[src/rtl/axi_lite_register_responder.sv]
// AXI4-Lite slave exposing a bank of 32-bit registers with a configurable response delay.
// Independent read and write engines, one outstanding transaction per direction.
`timescale 1ns/1ps

module axi_lite_register_responder #(
   parameter int AddressWidth    = 20,
   parameter int RegisterCount   = 16,
   parameter int BaseAddress     = 0,
   parameter int ResponseLatency = 0
) (
   input  logic                    clk,
   input  logic                    rst,
   input  logic                    awvalid,
   output logic                    awready,
   input  logic [AddressWidth-1:0] awaddr,
   input  logic                    wvalid,
   output logic                    wready,
   input  logic [31:0]             wdata,
   input  logic [3:0]              wstrb,
   output logic                    bvalid,
   input  logic                    bready,
   output logic [1:0]              bresp,
   input  logic                    arvalid,
   output logic                    arready,
   input  logic [AddressWidth-1:0] araddr,
   output logic                    rvalid,
   input  logic                    rready,
   output logic [31:0]             rdata,
   output logic [1:0]              rresp
);

   localparam int IndexWidth = (RegisterCount > 1) ? $clog2(RegisterCount) : 1;
   localparam logic [AddressWidth-1:0] BaseAddr = AddressWidth'(BaseAddress);
   localparam logic [AddressWidth-1:0] RegLimit = AddressWidth'(RegisterCount);
   localparam logic [7:0] WaitLast = 8'(ResponseLatency - 1);
   localparam logic [7:0] ReadWait = 8'(ResponseLatency);

   typedef enum logic [1:0] {W_IDLE, W_WAIT, W_RESP} write_state_t;
   typedef enum logic [1:0] {R_IDLE, R_WAIT, R_RESP} read_state_t;

   function automatic logic is_legal(input logic [AddressWidth-1:0] addr);
      logic [AddressWidth-1:0] offset;
      offset = addr - BaseAddr;
      return (addr >= BaseAddr) && (addr[1:0] == 2'b00) && ((offset >> 2) < RegLimit);
   endfunction

   function automatic logic [IndexWidth-1:0] to_index(input logic [AddressWidth-1:0] addr);
      return IndexWidth'((addr - BaseAddr) >> 2);
   endfunction

   function automatic logic [31:0] merge_lanes(input logic [31:0] old_value,
                                               input logic [31:0] new_value,
                                               input logic [3:0]  strb);
      logic [31:0] merged;
      merged = old_value;
      for (int b = 0; b < 4; b++) begin
         if (strb[b]) merged[8*b +: 8] = new_value[8*b +: 8];
      end
      return merged;
   endfunction

   logic [31:0]             regs [RegisterCount];
   logic                    ready_en;

   write_state_t            w_state;
   write_state_t            w_next;
   logic                    aw_done;
   logic                    w_done;
   logic [AddressWidth-1:0] aw_addr_q;
   logic [31:0]             w_data_q;
   logic [3:0]              w_strb_q;
   logic [7:0]              w_count;
   logic                    w_legal;
   logic                    w_commit;
   logic [IndexWidth-1:0]   w_index;

   read_state_t             r_state;
   read_state_t             r_next;
   logic [AddressWidth-1:0] ar_addr_q;
   logic [7:0]              r_count;
   logic                    r_legal;
   logic                    r_load;

   assign w_legal  = is_legal(aw_addr_q);
   assign w_index  = to_index(aw_addr_q);
   assign w_commit = (w_state != W_RESP) && (w_next == W_RESP);
   assign r_legal  = is_legal(ar_addr_q);
   assign r_load   = (r_state != R_RESP) && (r_next == R_RESP);

   // Readies are held off for one full cycle after reset release.
   always_ff @(posedge clk or posedge rst) begin
      if (rst) ready_en <= 1'b0;
      else     ready_en <= 1'b1;
   end

   always_ff @(posedge clk or posedge rst) begin
      if (rst) w_state <= W_IDLE;
      else     w_state <= w_next;
   end

   always_comb begin
      w_next = w_state;
      unique case (w_state)
         W_IDLE: if (aw_done && w_done) w_next = (ResponseLatency == 0) ? W_RESP : W_WAIT;
         W_WAIT: if (w_count == WaitLast) w_next = W_RESP;
         W_RESP: if (bready) w_next = W_IDLE;
         default: w_next = W_IDLE;
      endcase
   end

   always_comb begin
      awready = ready_en && (w_state == W_IDLE) && !aw_done;
      wready  = ready_en && (w_state == W_IDLE) && !w_done;
      bvalid  = (w_state == W_RESP);
      bresp   = ((w_state == W_RESP) && !w_legal) ? 2'b10 : 2'b00;
   end

   always_ff @(posedge clk or posedge rst) begin
      if (rst) begin
         aw_done   <= 1'b0;
         w_done    <= 1'b0;
         aw_addr_q <= '0;
         w_data_q  <= '0;
         w_strb_q  <= '0;
         w_count   <= '0;
      end else begin
         if (awvalid && awready) begin
            aw_done   <= 1'b1;
            aw_addr_q <= awaddr;
         end
         if (wvalid && wready) begin
            w_done   <= 1'b1;
            w_data_q <= wdata;
            w_strb_q <= wstrb;
         end
         if ((w_state == W_RESP) && bready) begin
            aw_done <= 1'b0;
            w_done  <= 1'b0;
         end
         w_count <= (w_state == W_WAIT) ? w_count + 8'd1 : 8'd0;
      end
   end

   // Registers commit on the edge that enters W_RESP, so a write aborted by reset never lands.
   for (genvar i = 0; i < RegisterCount; i++) begin : g_reg
      always_ff @(posedge clk or posedge rst) begin
         if (rst) regs[i] <= '0;
         else if (w_commit && w_legal && (w_index == IndexWidth'(i)))
            regs[i] <= merge_lanes(regs[i], w_data_q, w_strb_q);
      end
   end

   always_ff @(posedge clk or posedge rst) begin
      if (rst) r_state <= R_IDLE;
      else     r_state <= r_next;
   end

   always_comb begin
      r_next = r_state;
      unique case (r_state)
         R_IDLE: if (arvalid && arready) r_next = R_WAIT;
         R_WAIT: if (r_count == ReadWait) r_next = R_RESP;
         R_RESP: if (rready) r_next = R_IDLE;
         default: r_next = R_IDLE;
      endcase
   end

   always_comb begin
      arready = ready_en && (r_state == R_IDLE);
      rvalid  = (r_state == R_RESP);
      rresp   = ((r_state == R_RESP) && !r_legal) ? 2'b10 : 2'b00;
   end

   // rdata is sampled with nonblocking semantics, so a same-edge write is not yet visible.
   always_ff @(posedge clk or posedge rst) begin
      if (rst) begin
         ar_addr_q <= '0;
         r_count   <= '0;
         rdata     <= '0;
      end else begin
         if (arvalid && arready) ar_addr_q <= araddr;
         r_count <= (r_state == R_WAIT) ? r_count + 8'd1 : 8'd0;
         if (r_load) rdata <= r_legal ? regs[to_index(ar_addr_q)] : 32'h0;
      end
   end

endmodule

[config.mk]
export PLATFORM = sky130hd
export DESIGN_NAME = axi_lite_register_responder
export DESIGN_NICKNAME = d
export VERILOG_FILES = /design/src/rtl/axi_lite_register_responder.sv
export SDC_FILE = /design/constraint.sdc
export NUM_CORES = 1
export LEC_CHECK = 0
export BUFFER_PORTS_ARGS = -buffer_cell sky130_fd_sc_hd__buf_2
export CELL_PAD_IN_SITES_DETAIL_PLACEMENT = 1
export CELL_PAD_IN_SITES_GLOBAL_PLACEMENT = 1
export CORE_MARGIN = 2
export CORE_UTILIZATION = 53
export DETAILED_ROUTE_END_ITERATION = 8
export PLACE_DENSITY_LB_ADDON = 0.1
export SKIP_CTS_REPAIR_TIMING = 1
export SYNTH_ARGS = -nofsm -noshare
export SYNTH_HDL_FRONTEND = slang
export SYNTH_SLANG_ARGS = --single-unit
[constraint.sdc]
create_clock -name clk -period 25.3 [get_ports clk]
set_input_delay 5.06 -clock clk [delete_from_list [all_inputs] [get_ports clk]]
set_output_delay 5.06 -clock clk [all_outputs]
set_load 0.02 [all_outputs]
== Word level (Yosys, flattened, before mapping) ==
Index checks and enable logic that the tools add are counted.
Word-level totals
  register bits after elaboration: 643
  bits of input ports: 83
  output and inout port bits: 41
  word-level logic and storage cells: 238
Operators by class
  $add $sub $neg: 2
  magnitude comparators: 5
  equal/unequal tests: 24
  muxes and demuxes: 20
  bitwise logic cells: 1
  reduce and logical (&&, ||, !) cells: 110
Operators with widths (count)
  $bmux 32 s4: 1
  $reduce_and 2->1: 64
  $mux 32: 3
  $ge 20x1->1 const B: 2
  $lt 18x5->1 const B: 2
  $logic_and 1x1->1: 34
  $eq 4x4->1 const B: 8
  $add 8x1->8 const B: 2
  $eq 4x3->1 const B: 4
  $mux 2: 8
  $mux 8: 2
  $pmux 2 s3: 2
  $eq 2x2->1 const B: 4
  $eq 4x2->1 const B: 2
  $eq 8x8->1 const B: 1
  $logic_not 2->1: 4
  $logic_not 8->1: 1
  $ge 5x5->1 const B: 1
  $not 4->5: 1
  $eq 2x1->1 const B: 2
  $eq 4x1->1 const B: 1
  $logic_not 1->1: 4
  $logic_not 4->1: 1
  $mux 1: 4
  other kinds (2): 4

== Logic depth before layout (Yosys ltp) ==
  depth in word-level cells: 8
  depth in mapped cells: 8
  gate-level depth less buffers: 6

== Worst setup path before layout ==
No wires, ideal clock.
  path type: register -> output
  from: register aw_addr_q[18]
  to: output port bresp[1]
  arrival time: 1.410 ns
  data required time: 20.240 ns
  setup slack: 18.830 ns
  cell stages (with the launch flop): 7
  buffers on the path: 3
  cell sequence: dfrtp_1 -> nor4_1 -> and4_1 -> buf_4 -> buf_6 -> buf_8 -> nor2_1
Between the ends
  word-level cells in the longest chain between the ends: 6
  elaborated cells between the ends (all ways): 7
  classes of those cells: order compare (2); mux (1); reduce/logical (4)
RTL lines
  start, declared: line 69  | logic [AddressWidth-1:0] aw_addr_q;
  start signal, assigned: line 129  | aw_addr_q <= awaddr;
  $ge 20x1->1: line 44  | return (addr >= BaseAddr) && (addr[1:0] == 2'b00) && ((offset >> 2) < RegLimit);
  $logic_and 1x1->1: line 44
  $logic_and 1x1->1 (*): line 44
  $logic_not 1->1 (*): line 115  | bresp = ((w_state == W_RESP) && !w_legal) ? 2'b10 : 2'b00;
  $logic_and 1x1->1 (*): line 115
  $mux 2 (*): line 115
  end, declared: line 22  | output logic [1:0] bresp,
Mark *: on every way between the ends. The rest lies on a longest branch, timed or not.

== Worst setup path after layout ==
  from: register aw_addr_q[12]
  to: output port bresp[1]
The elaborated chain is that of the path after synthesis.

==> flow_results.org <==
** Logic synthesis
- Proportion of synthesized flip-flops having asynchronous set or reset :: 100%
- The synthesized design contains 643 register bits.
- Among all flip-flop cells after synthesis, the most frequent one is dfrtp_1.
- For this run, the number of Yosys warnings is 0.
- Sequential cell area fraction in the yosys report :: 54.7%
- After technology mapping, the gate count stands at 1873.
- Average instance area after synthesis :: 15.7 µm²
- Synthesis instantiated 44 different standard cells from the library.
- Summing every instance area after synthesis gives 29400 µm².
- Number of synthesized flops with an enable pin :: 0

** Finish
- Area of the multi-input gates :: 12700 µm²
- After filler insertion, the fill cell instance count of the layout stands at 4927.
- From synthesis to final layout, the design area changed by 11.8%.
- Summing all flip-flop and latch instances after layout gives 16100 µm².
- The post-route netlist has 51.3% of its cells at a drive strength greater than 1.
- The final layout contains 2029 nets.
- The finished cells cover 32900 µm².
- Antenna cells :: 0

** Clocking
- The clock passes through at most 3 buffers.
- TritonCTS clock tree :: built
- At the later pin of the worst-skew pair, clock insertion delay measures 620 ps.
- CTS HTree Levels :: 3
- Clock buffer count from CTS :: 69
- The root buffer cell chosen for the clock tree is clkbuf_16.
- The clock drives 643 sinks.
- Clock-pin transition on the worst setup and hold timing paths :: 60 ps

** STA
- Timing would allow up to 0.129 GHz.
- The clock period could shrink to 7740 ps.
- Setup repair after global routing left no endpoint under its margin.
- Fin Clk Skew :: 27.0 ps
- Dividing the final minimum period by the clock period gives 30.6%.
- The number of failing hold endpoints at the final stage came to 0.
- Setup violators final :: 0
- Fin Setup TNS :: 0 ps
- Worst slew margin relative to its limit :: 26.1%
- The number of slew-limit violations in the final report is 0.
- Transition time of the tightest slew-check pin :: 1110 ps

** Placed design
- At the end of routability-driven placement, the weighted congestion stood at 0.744.
- Detailed placer's ending HPWL :: 40600 µm
- Placed cell area :: 30600 µm²
- The count of buffers added on input and output ports is 121.

** Die
- Core Footprint :: 55000 µm²
- Total Die Area :: 57400 µm²
- The floorplan step set the die width to 240 µm.
- Die H :: 240 µm
- Initial cell density of the core :: 53.5%
- Cell Rows :: 86
- For this design the top-level I/O count stands at 124.

** Power
- In this run the static leakage power is 17.0 nW.
- The worst-case IR drop observed on VDD is 0.0883 mV.
- Pwr dens :: 85.8 nW/µm²

** Drt
- Average wire per standard cell :: 25.2 µm
- Via count normalized by instance count :: 6.00
- Detailed-route wire length :: 69000 µm
- The detailed router used layers up to and including met4.
- The routed layout has 16.5k vias.
- Wire length on met1 :: 30900 µm
- Number of nets with antenna violations after routing :: 0
- Met3 routed wirelength :: 1940 µm
- Number of detailed-route iterations in the first pass :: 4
- Post-route DRC violation count :: 0
- For this block, the initial DRC count from the detailed router was 857.
- Met2 wire len :: 34700 µm

** Worst setup path
- Data arrival time at the worst-slack endpoint :: 2680 ps
- STA classifies the critical path startpoint as a flip-flop.
- The largest individual stage delay along the critical path comes from the cell and4_4.
- Of all nets on the critical path, the largest fanout is 65.
- For the worst setup path, the data required time is 20240 ps.
- CP Buf/Inv Count :: 1
- Cells along the critical path :: nor4_1, and4_4, nor2_1, buf_2
- Largest delay share family, worst path :: simple AND/OR/NAND/NOR gates
- In this design, the stage delay of the slowest critical-path cell is 1020 ps.
- Kind of capture point of the worst setup path :: output port
- CP Class :: flip-flop to output port

** GRT
- Largest net degree at the start of global routing :: 183
- Wire length of the first global-routing pass :: 109000 µm
- In the global route stage, overall resource usage came out at 25.0%.
- The number of global-route vias before repair came to 18.2k.
- Number of antenna violations at the first check in global routing :: 1
- After global routing the overflow that remains totals 0.

** Status
- Run status :: finished clean

** Hold path
- In this run the worst hold path is classified as flip-flop to flip-flop.

** Run
- Number of max-capacitance violations reported :: 0
[per-stage QoR]
step                std cells  hold slack, ps  power, mW  setup WS, ps  utilization, %
floorplan                1874             446       1.65          2230               -
global placement         2620             466       1.80         17560            55.6
detailed placement       2620             480       1.82         17470            55.6
CTS                      2741             487       2.86         17500            59.8
global route             2741             507       2.95         17390            59.8
finish                   2741             485       2.82         17560            59.8
[metal layers]
metal | track usage [%] | vias up
li1 | - | 7146
met1 | 33.9 | 8986
met2 | 42.3 | 213
met3 | 3.88 | 106
met4 | 6.74 | 0
met5 | 0 | -
[sequential cells by signal, summed over array words and instances (netlist names)]
register	count
w_data_q	32
w_state	2
w_count	8
rdata	32
regs	512
w_done	1
r_state	2
aw_addr_q	20
aw_done	1
r_count	8
ready_en	1
ar_addr_q	20
w_strb_q	4
[cell usage after synthesis (3+ instances only)]
| cell type | count | share of area, % |
|---|---|---|
| buf_1 | 4 | 0.051 |
| ha_1 | 3 | 0.13 |
| mux2_1 | 4 | 0.15 |
| nand4b_4 | 9 | 0.73 |
| mux2i_1 | 96 | 3.3 |
| nor4bb_1 | 6 | 0.20 |
| buf_2 | 34 | 0.58 |
| nor2_1 | 68 | 0.87 |
| nand2b_1 | 7 | 0.15 |
| nand4b_2 | 39 | 2.0 |
| clkbuf_1 | 95 | 1.2 |
| or3b_2 | 5 | 0.15 |
| and3_1 | 3 | 0.064 |
| nor4_1 | 8 | 0.17 |
| nand3_1 | 11 | 0.19 |
| dfrtp_1 | 643 | 55 |
| xnor2_1 | 3 | 0.089 |
| a22o_1 | 32 | 0.95 |
| nand2_1 | 20 | 0.26 |
| and4_1 | 4 | 0.12 |
| nand4_1 | 3 | 0.064 |
| nand4bb_1 | 11 | 0.42 |
| nand3b_1 | 9 | 0.23 |
| mux4_2 | 128 | 9.8 |
| buf_6 | 3 | 0.11 |
| xor2_1 | 9 | 0.27 |
| buf_4 | 3 | 0.077 |
| inv_1 | 9 | 0.11 |
| mux2_2 | 584 | 22 |
[power breakdown]
part | switching (mW) | leakage (nW) | internal (mW) | total (mW)
logic | 0.257 | 7.09 | 0.228 | 0.485
clock network | 0.412 | 1.13 | 0.613 | 1.03
registers | 0.215 | 8.81 | 1.09 | 1.31
total | 0.885 | 17.0 | 1.93 | 2.82
[path summary, 6_finish.rpt]
| check | startpoint | end | slack (ps) | cells past startpoint |
|---|---|---|---|---|
| max | aw_addr_q[12] | bresp[1] | 17560 | 4 |
| min | r_count[0] | r_count[0] | 490 | 1 |
| min in group asynchronous | rst | w_count[1] | 4690 | 2 |
| max reg2reg | w_count[0] | regs[96] | 21690 | 6 |
| min reg2reg | r_count[0] | r_count[0] | 490 | 1 |
| max in group asynchronous | rst | regs[400] | 18280 | 4 |
[cells by family (layout without fill, tap and decap cells)]
kind of cell,count (synthesis),in the layout,share of synthesized area [%]
AO/OA/AOI/OAI,40,40,1.12
XOR/XNOR,12,12,0.358
other,2,3,0.0255
adder cells (fa/ha/maj),3,3,0.128
buffers and inverters,149,268,2.20
flip-flops,643,643,54.7
multiplexers,812,812,35.6
AND/OR/NAND/NOR,212,212,5.84
[placed cells by master (no fill, tap or decap), types with 7 or more instances in the layout]
cell type	n
clkbuf_1	17
nand2b_1	7
nand3_1	11
nand4bb_1	11
nand2_1	19
nor2_1	68
mux2i_1	96
mux2_2	584
mux4_2	128
dfrtp_1	638
buf_2	121
nand3b_1	9
buf_4	15
clkbuf_16	72
a22o_1	32
nand4b_2	39
inv_1	8
nand4b_4	9
clkbuf_8	10
clkinv_2	10
xor2_1	9
nor4_1	8
[layout make-up]
class	count	area share, %
Clock buffer	99	6.09
Inverter	9	0.126
Multi-Input combinational cell	1082	38.8
Tap cell	748	2.85
Clock inverter	22	0.879
Timing Repair Buffer	138	2.31
Sequential cell	643	49.0
Power figures use the tool's default switching activity.
